$ cat src/rtl/voting_pkg.sv
// Shared definitions for the voting session controller: machine mode
// encodings, controller states and the candidate count.
package voting_pkg;

  localparam logic [1:0] MODE_IDLE   = 2'd0;
  localparam logic [1:0] MODE_VOTE   = 2'd1;
  localparam logic [1:0] MODE_RESULT = 2'd2;

  localparam int NUM_CAND = 3;

  typedef enum logic [2:0] {
    ST_IDLE,
    ST_ARMED,
    ST_BALLOT,
    ST_CAST,
    ST_REL_DONE,
    ST_REL_RETRY,
    ST_CLOSED
  } state_t;

  // Mode presented to the voting machine while the controller sits in state s.
  function automatic logic [1:0] mode_of(input state_t s);
    case (s)
      ST_IDLE:   mode_of = MODE_IDLE;
      ST_CLOSED: mode_of = MODE_RESULT;
      default:   mode_of = MODE_VOTE;
    endcase
  endfunction

endpackage

$ cat src/rtl/ballot_qualifier.sv
// Qualifies raw booth buttons while a ballot is open: a one-hot pattern held
// for HOLD_CYCLES consecutive cycles is a vote, several buttons at once is an
// invalid ballot, and TIMEOUT_CYCLES idle cycles void the ballot.
// Outputs are combinational; the controller registers everything it drives out.
module ballot_qualifier
  import voting_pkg::*;
#(
  parameter int HOLD_CYCLES    = 2,
  parameter int TIMEOUT_CYCLES = 1000
) (
  input  logic                clk,
  input  logic                reset_n,
  input  logic                active,
  input  logic [NUM_CAND-1:0] btn,
  output logic [NUM_CAND-1:0] valid_vote,
  output logic                invalid,
  output logic                timeout
);

  localparam int HOLD_W = $clog2(HOLD_CYCLES + 1);
  localparam int TO_W   = $clog2(TIMEOUT_CYCLES + 1);

  logic [NUM_CAND-1:0] btn_prev_reg;
  logic [HOLD_W-1:0]   hold_reg;
  logic [TO_W-1:0]     idle_reg;
  logic [HOLD_W:0]     hold_next;
  logic [TO_W:0]       idle_next;
  logic                one_hot;
  logic                btn_zero;

  assign btn_zero = (btn == '0);
  assign one_hot  = !btn_zero && ((btn & (btn - NUM_CAND'(1))) == '0);

  // The hold count is the number of consecutive cycles the current one-hot
  // pattern has been seen, this cycle included; any change restarts it.
  always_comb begin
    hold_next = '0;
    if (one_hot) begin
      if (btn == btn_prev_reg) hold_next = {1'b0, hold_reg} + 1'b1;
      else                     hold_next = (HOLD_W + 1)'(1);
    end
    idle_next = btn_zero ? {1'b0, idle_reg} + 1'b1 : '0;
  end

  assign valid_vote = (active && one_hot && hold_next >= (HOLD_W + 1)'(HOLD_CYCLES)) ? btn : '0;
  assign invalid    = active && !btn_zero && !one_hot;
  assign timeout    = active && btn_zero && idle_next >= (TO_W + 1)'(TIMEOUT_CYCLES);

  // Counters only run while the ballot is open, so each ballot starts from zero.
  always_ff @(posedge clk or negedge reset_n) begin
    if (!reset_n) begin
      btn_prev_reg <= '0;
      hold_reg     <= '0;
      idle_reg     <= '0;
    end else begin
      btn_prev_reg <= btn;
      if (!active) begin
        hold_reg <= '0;
        idle_reg <= '0;
      end else begin
        hold_reg <= (hold_next >= (HOLD_W + 1)'(HOLD_CYCLES)) ? HOLD_W'(HOLD_CYCLES)
                                                              : hold_next[HOLD_W-1:0];
        idle_reg <= (idle_next >= (TO_W + 1)'(TIMEOUT_CYCLES)) ? TO_W'(TIMEOUT_CYCLES)
                                                              : idle_next[TO_W-1:0];
      end
    end
  end

endmodule

$ cat src/rtl/voting_session_ctrl.sv
// Session controller for the three-candidate voting machine. Sequences the
// machine mode and turns qualified button presses into one-cycle vote strobes,
// one vote per booth unlock. Every output is a register loaded from the
// next-state decode so outputs line up with the state they describe.
module voting_session_ctrl
  import voting_pkg::*;
#(
  parameter int MAX_VOTERS     = 200,
  parameter int HOLD_CYCLES    = 2,
  parameter int TIMEOUT_CYCLES = 1000,
  parameter int CNT_W          = 8
) (
  input  logic             clk,
  input  logic             reset_n,
  input  logic             start_election,
  input  logic             end_election,
  input  logic             clear_session,
  input  logic             booth_unlock,
  input  logic [2:0]       btn,
  output logic [1:0]       mode,
  output logic             in_candidate_1,
  output logic             in_candidate_2,
  output logic             in_candidate_3,
  output logic             booth_ready,
  output logic             vote_ack,
  output logic             invalid_ballot,
  output logic             ballot_timeout,
  output logic             session_closed,
  output logic [CNT_W-1:0] votes_cast
);

  state_t              state_reg, state_next;
  logic                end_pending_reg, end_pending_next;
  logic [CNT_W-1:0]    votes_reg, votes_next;
  logic [1:0]          mode_reg;
  logic [NUM_CAND-1:0] cand_reg, cand_next;
  logic                ack_reg, ack_next;
  logic                invalid_reg, invalid_next;
  logic                timeout_reg, timeout_next;
  logic                ready_reg;
  logic                closed_reg;
  logic [NUM_CAND-1:0] valid_vote;
  logic                q_invalid;
  logic                q_timeout;

  ballot_qualifier #(
    .HOLD_CYCLES   (HOLD_CYCLES),
    .TIMEOUT_CYCLES(TIMEOUT_CYCLES)
  ) u_qual (
    .clk       (clk),
    .reset_n   (reset_n),
    .active    (state_reg == ST_BALLOT),
    .btn       (btn),
    .valid_vote(valid_vote),
    .invalid   (q_invalid),
    .timeout   (q_timeout)
  );

  // Next-state decode plus the values the output registers will take.
  always_comb begin
    state_next       = state_reg;
    end_pending_next = end_pending_reg;
    votes_next       = votes_reg;
    cand_next        = '0;
    ack_next         = 1'b0;
    invalid_next     = 1'b0;
    timeout_next     = 1'b0;

    // An end request during a ballot waits until the booth is released.
    if (end_election && (state_reg == ST_BALLOT || state_reg == ST_CAST ||
                         state_reg == ST_REL_DONE || state_reg == ST_REL_RETRY))
      end_pending_next = 1'b1;

    case (state_reg)
      ST_IDLE: begin
        if (start_election) begin
          state_next       = ST_ARMED;
          votes_next       = '0;
          end_pending_next = 1'b0;
        end
      end
      ST_ARMED: begin
        if (end_pending_reg || end_election)          state_next = ST_CLOSED;
        else if (votes_reg == CNT_W'(MAX_VOTERS))     state_next = ST_CLOSED;
        else if (booth_unlock)                        state_next = ST_BALLOT;
      end
      ST_BALLOT: begin
        if (valid_vote != '0) begin
          state_next = ST_CAST;
          cand_next  = valid_vote;
          ack_next   = 1'b1;
          votes_next = (votes_reg == '1) ? votes_reg : votes_reg + 1'b1;
        end else if (q_invalid) begin
          state_next   = ST_REL_RETRY;
          invalid_next = 1'b1;
        end else if (q_timeout) begin
          state_next   = ST_ARMED;
          timeout_next = 1'b1;
        end
      end
      ST_CAST:      state_next = ST_REL_DONE;
      ST_REL_DONE:  if (btn == '0) state_next = ST_ARMED;
      ST_REL_RETRY: if (btn == '0) state_next = ST_BALLOT;
      ST_CLOSED: begin
        end_pending_next = 1'b0;
        if (clear_session) state_next = ST_IDLE;
      end
      default: state_next = ST_IDLE;
    endcase
  end

  // State and registered outputs; reset aborts any ballot without a strobe.
  always_ff @(posedge clk or negedge reset_n) begin
    if (!reset_n) begin
      state_reg       <= ST_IDLE;
      end_pending_reg <= 1'b0;
      votes_reg       <= '0;
      mode_reg        <= MODE_IDLE;
      cand_reg        <= '0;
      ack_reg         <= 1'b0;
      invalid_reg     <= 1'b0;
      timeout_reg     <= 1'b0;
      ready_reg       <= 1'b0;
      closed_reg      <= 1'b0;
    end else begin
      state_reg       <= state_next;
      end_pending_reg <= end_pending_next;
      votes_reg       <= votes_next;
      mode_reg        <= mode_of(state_next);
      cand_reg        <= cand_next;
      ack_reg         <= ack_next;
      invalid_reg     <= invalid_next;
      timeout_reg     <= timeout_next;
      ready_reg       <= (state_next == ST_BALLOT) || (state_next == ST_REL_RETRY);
      closed_reg      <= (state_next == ST_CLOSED);
    end
  end

  assign mode           = mode_reg;
  assign in_candidate_1 = cand_reg[0];
  assign in_candidate_2 = cand_reg[1];
  assign in_candidate_3 = cand_reg[2];
  assign booth_ready    = ready_reg;
  assign vote_ack       = ack_reg;
  assign invalid_ballot = invalid_reg;
  assign ballot_timeout = timeout_reg;
  assign session_closed = closed_reg;
  assign votes_cast     = votes_reg;

endmodule

$ cat config.mk
export PLATFORM = sky130hd
export DESIGN_NAME = voting_session_ctrl
export DESIGN_NICKNAME = d
export VERILOG_FILES = /design/src/rtl/voting_pkg.sv /design/src/rtl/ballot_qualifier.sv /design/src/rtl/voting_session_ctrl.sv
export SDC_FILE = /design/constraint.sdc
export NUM_CORES = 1
export LEC_CHECK = 0
export ABC_AREA = 1
export CAP_MARGIN = 20
export CORE_ASPECT_RATIO = 0.9
export CORE_MARGIN = 2
export CORE_UTILIZATION = 54
export CTS_CLUSTER_SIZE = 10
export DETAILED_ROUTE_END_ITERATION = 8
export GPL_TIMING_DRIVEN = 0
export PLACE_DENSITY = 0.87
export SKIP_CTS_REPAIR_TIMING = 1
export SLEW_MARGIN = 0
export SYNTH_ARGS = -nofsm -noshare
export SYNTH_HDL_FRONTEND = slang
export SYNTH_SLANG_ARGS = --single-unit
$ cat constraint.sdc
create_clock -name clk -period 2.2 [get_ports clk]
set_clock_uncertainty 0.1 [all_clocks]
set_input_delay 0.22 -clock clk [delete_from_list [all_inputs] [get_ports clk]]
set_output_delay 0.22 -clock clk [all_outputs]
set_load 0.02 [all_outputs]
==> flow_summary.yaml <==
timing:
  min_period_over_period: 0.8983
  hold_violations: 0
  fin_setup_tns_ps: 0
  worst_pin_slew_ps: 777.4
  finalSetupViolCount: 0
  min_period_ps: 1976
  whs_ps: 365.0
  slew_violations: 0
  rsz0062_at_grt: "false"
  fmax_mhz: 506.0
  setup_slack_ps: 223.6
  relSlewSlack: 0.4817
run:
  cap_viol_max_count: 0
drt:
  drt-initial-drc-count: 104
  ant_nets: 0
  wl_um: 3839
  vias: 1641
  dr.pass1.iters: 5
  routedWlPerCell_um: 11.81
  viasPerCell: 5.049
  drc: 0
floorplan:
  ios: 27
  core-area_sq_um: 3403
  fp.dieH_um: 60.82
  initial_core_util: 0.5691
  dieArea_sq_um: 4083
  die_x_um: 67.13
  rows: 20
placed_design:
  dp_cells: 316
  io_buffers: 26
  pre_cts_ws_ps: -25.95
  gp_congestion: 0.9036
  dp_hpwl_um: 2784
  placed_area_sq_um: 2247
clocking:
  clkSinkCount: 36
  clkSlewWorstSetupHoldPaths_ps: 70
  cts-buffers-inserted: 5
  h-tree-depth: 2
  clk_path_buf_depth: 2
  cts_tree: "yes"
  clkLatencyLatePin_ps: 290
  cts_root_buf: "clkbuf_8"
critical_path:
  path_depth: 11
  cp.required_ps: 2290
  ff2ff_path_depth: 13
  critPathCaptureType: "register"
  r2r-end: "mode[0]$_DFF_PN0_"
  cp_top_family: "simple AND/OR/NAND/NOR gates"
  path_buf_inv: 1
  max_stage_delay_ps: 500
  worst-path-max-fanout: 7
  cp-endpoint: "mode[0]$_DFF_PN0_"
  regToRegSetupSlack_ps: 260
  rr_startpoint: "u_qual.idle_reg[0]$_DFF_PN0_"
  cp.arrival_ps: 2060
  cpMaxStageDelayCell: "clkdlybuf4s50_1"
  cp_cell_sequence: "clkdlybuf4s50_1 -> nor2_1 -> nand2_2 -> o21ai_1 -> nor2_1 -> nand2_4 -> nand2_1 -> nor2_1 -> o211ai_1 -> nand2_1 -> nand2_1"
  crit_type: "in -> reg"
  crit_start: "btn[0]"
  startpoint_type: "primary input"
cells_and_area:
  layout.cells.non_filler: 325
  nNetsFinal: 293
  final_util: 0.7011
  final_area_sq_um: 2386
  drive_gt1_frac: 0.09964
  area_growth_pct: 23.19
  num_antenna_cells: 0
  largest_register_ffs: 10
pwr:
  p_leak_nw: 1.181
  powerDensity_nw_per_um2: 915.6
  p_total_mw: 2.185
  peakVddDrop_mv: 0.7870
synthesis:
  syn_avg_cell_area_sq_um: 7.873
  yosys_register_bits: 36
  syn_area_sq_um: 1937
  postSynthCellCount: 246
  ys_types: 28
  synth_nets: 259
  yosysSeqAreaShare: 0.4651
  yosysWarnings: 0
min_path:
  min_path_type: "in -> reg"
global_routing:
  top_usage_layer: "met2"
  overflow: 0
  grt_max_degree: 37
  grt_use_met1: 0.2572
  gr-usage-met3: 0.06308
  grt_pass1_wl_um: 6679
  grtUsageMet2: 0.3890
  grt_antenna_before_repair: 0
  grt.total_usage: 0.2243
  grt_pass1_vias: 1619
outcome:
  status: "complete, no violations"
## final cells by class
| type | count | area (sq um) |
|---|---|---|
| repair buffers | 27 | 265.3 |
| clock buffers | 7 | 96.34 |
| inverters | 42 | 160.2 |
| clock inverters | 1 | 30.03 |
| fillers | 276 | 1017 |
| plain buffers | 2 | 12.51 |
| multi-input cells | 166 | 865.8 |
| flip-flops and latches | 36 | 900.9 |
| well taps | 44 | 55.05 |
## layout by cell type, fill, tap and decap left out, types with 4 or more instances in the layout
cell type        instances
xnor2_1                  4
nand3_1                 19
o21ai_0                  6
nand2_1                 59
nand4_1                  5
clkbuf_8                 7
clkdlybuf4s50_1         25
nor2_1                  35
a21oi_1                  5
dfrtp_1                 36
inv_1                   38
xor2_1                   4
ha_1                     4
## synthesized netlist by cell type (all sizes together)
cell type,instances,area (sq um)
o211ai,1,7.510
a21oi,5,25.02
o211a,1,10.01
ha,4,50.05
inv,42,160.2
buf,2,12.51
o2111ai,2,17.52
o21ai,8,40.04
nor3b,1,7.510
dfrtp,36,900.9
nand3,20,105.1
nor2,41,195.2
nand2,65,274.0
nor3,3,15.01
xor2,4,35.03
xnor2,4,35.03
o31ai,2,15.01
nand4,5,31.28
## how the worst min path moves through the flow
stage	cells past startpoint	startpoint	slack, ps	endpoint
after global placement	2	end_pending_reg$_DFF_PN0_	380	end_pending_reg$_DFF_PN0_
after global routing	1	btn[2]	360	u_qual.btn_prev_reg[2]$_DFF_PN0_
final	1	btn[2]	360	u_qual.btn_prev_reg[2]$_DFF_PN0_
after CTS	1	reset_n	-70	session_closed$_DFF_PN0_
after floorplan	0	reset_n	-180	ballot_timeout$_DFF_PN0_
after detailed placement	1	reset_n	240	session_closed$_DFF_PN0_
## where the power goes
part	switching, mW	internal, mW
Clock	0.233	0.400
Combinational	0.480	0.273
Sequential	0.0547	0.745
## layer usage
| metal | routed length [um] | up-vias |
|---|---|---|
| met5 | 0 | - |
| met2 | 1923 | 34 |
| li1 | - | 833 |
| met3 | 145 | 15 |
| met4 | 116 | 0 |
| met1 | 1654 | 759 |
## cell families after synthesis
| group | count (synthesis) | share of synthesized area |
|---|---|---|
| and+or+nand+nor | 135 | 0.3243 |
| AOI/OAI and AO/OA | 19 | 0.05943 |
| DFF | 36 | 0.4651 |
| buffers and inverters | 44 | 0.08915 |
| adders and majority gates | 4 | 0.02584 |
| xor gates and xnor gates | 8 | 0.03617 |
Power figures use the tool's default switching activity.
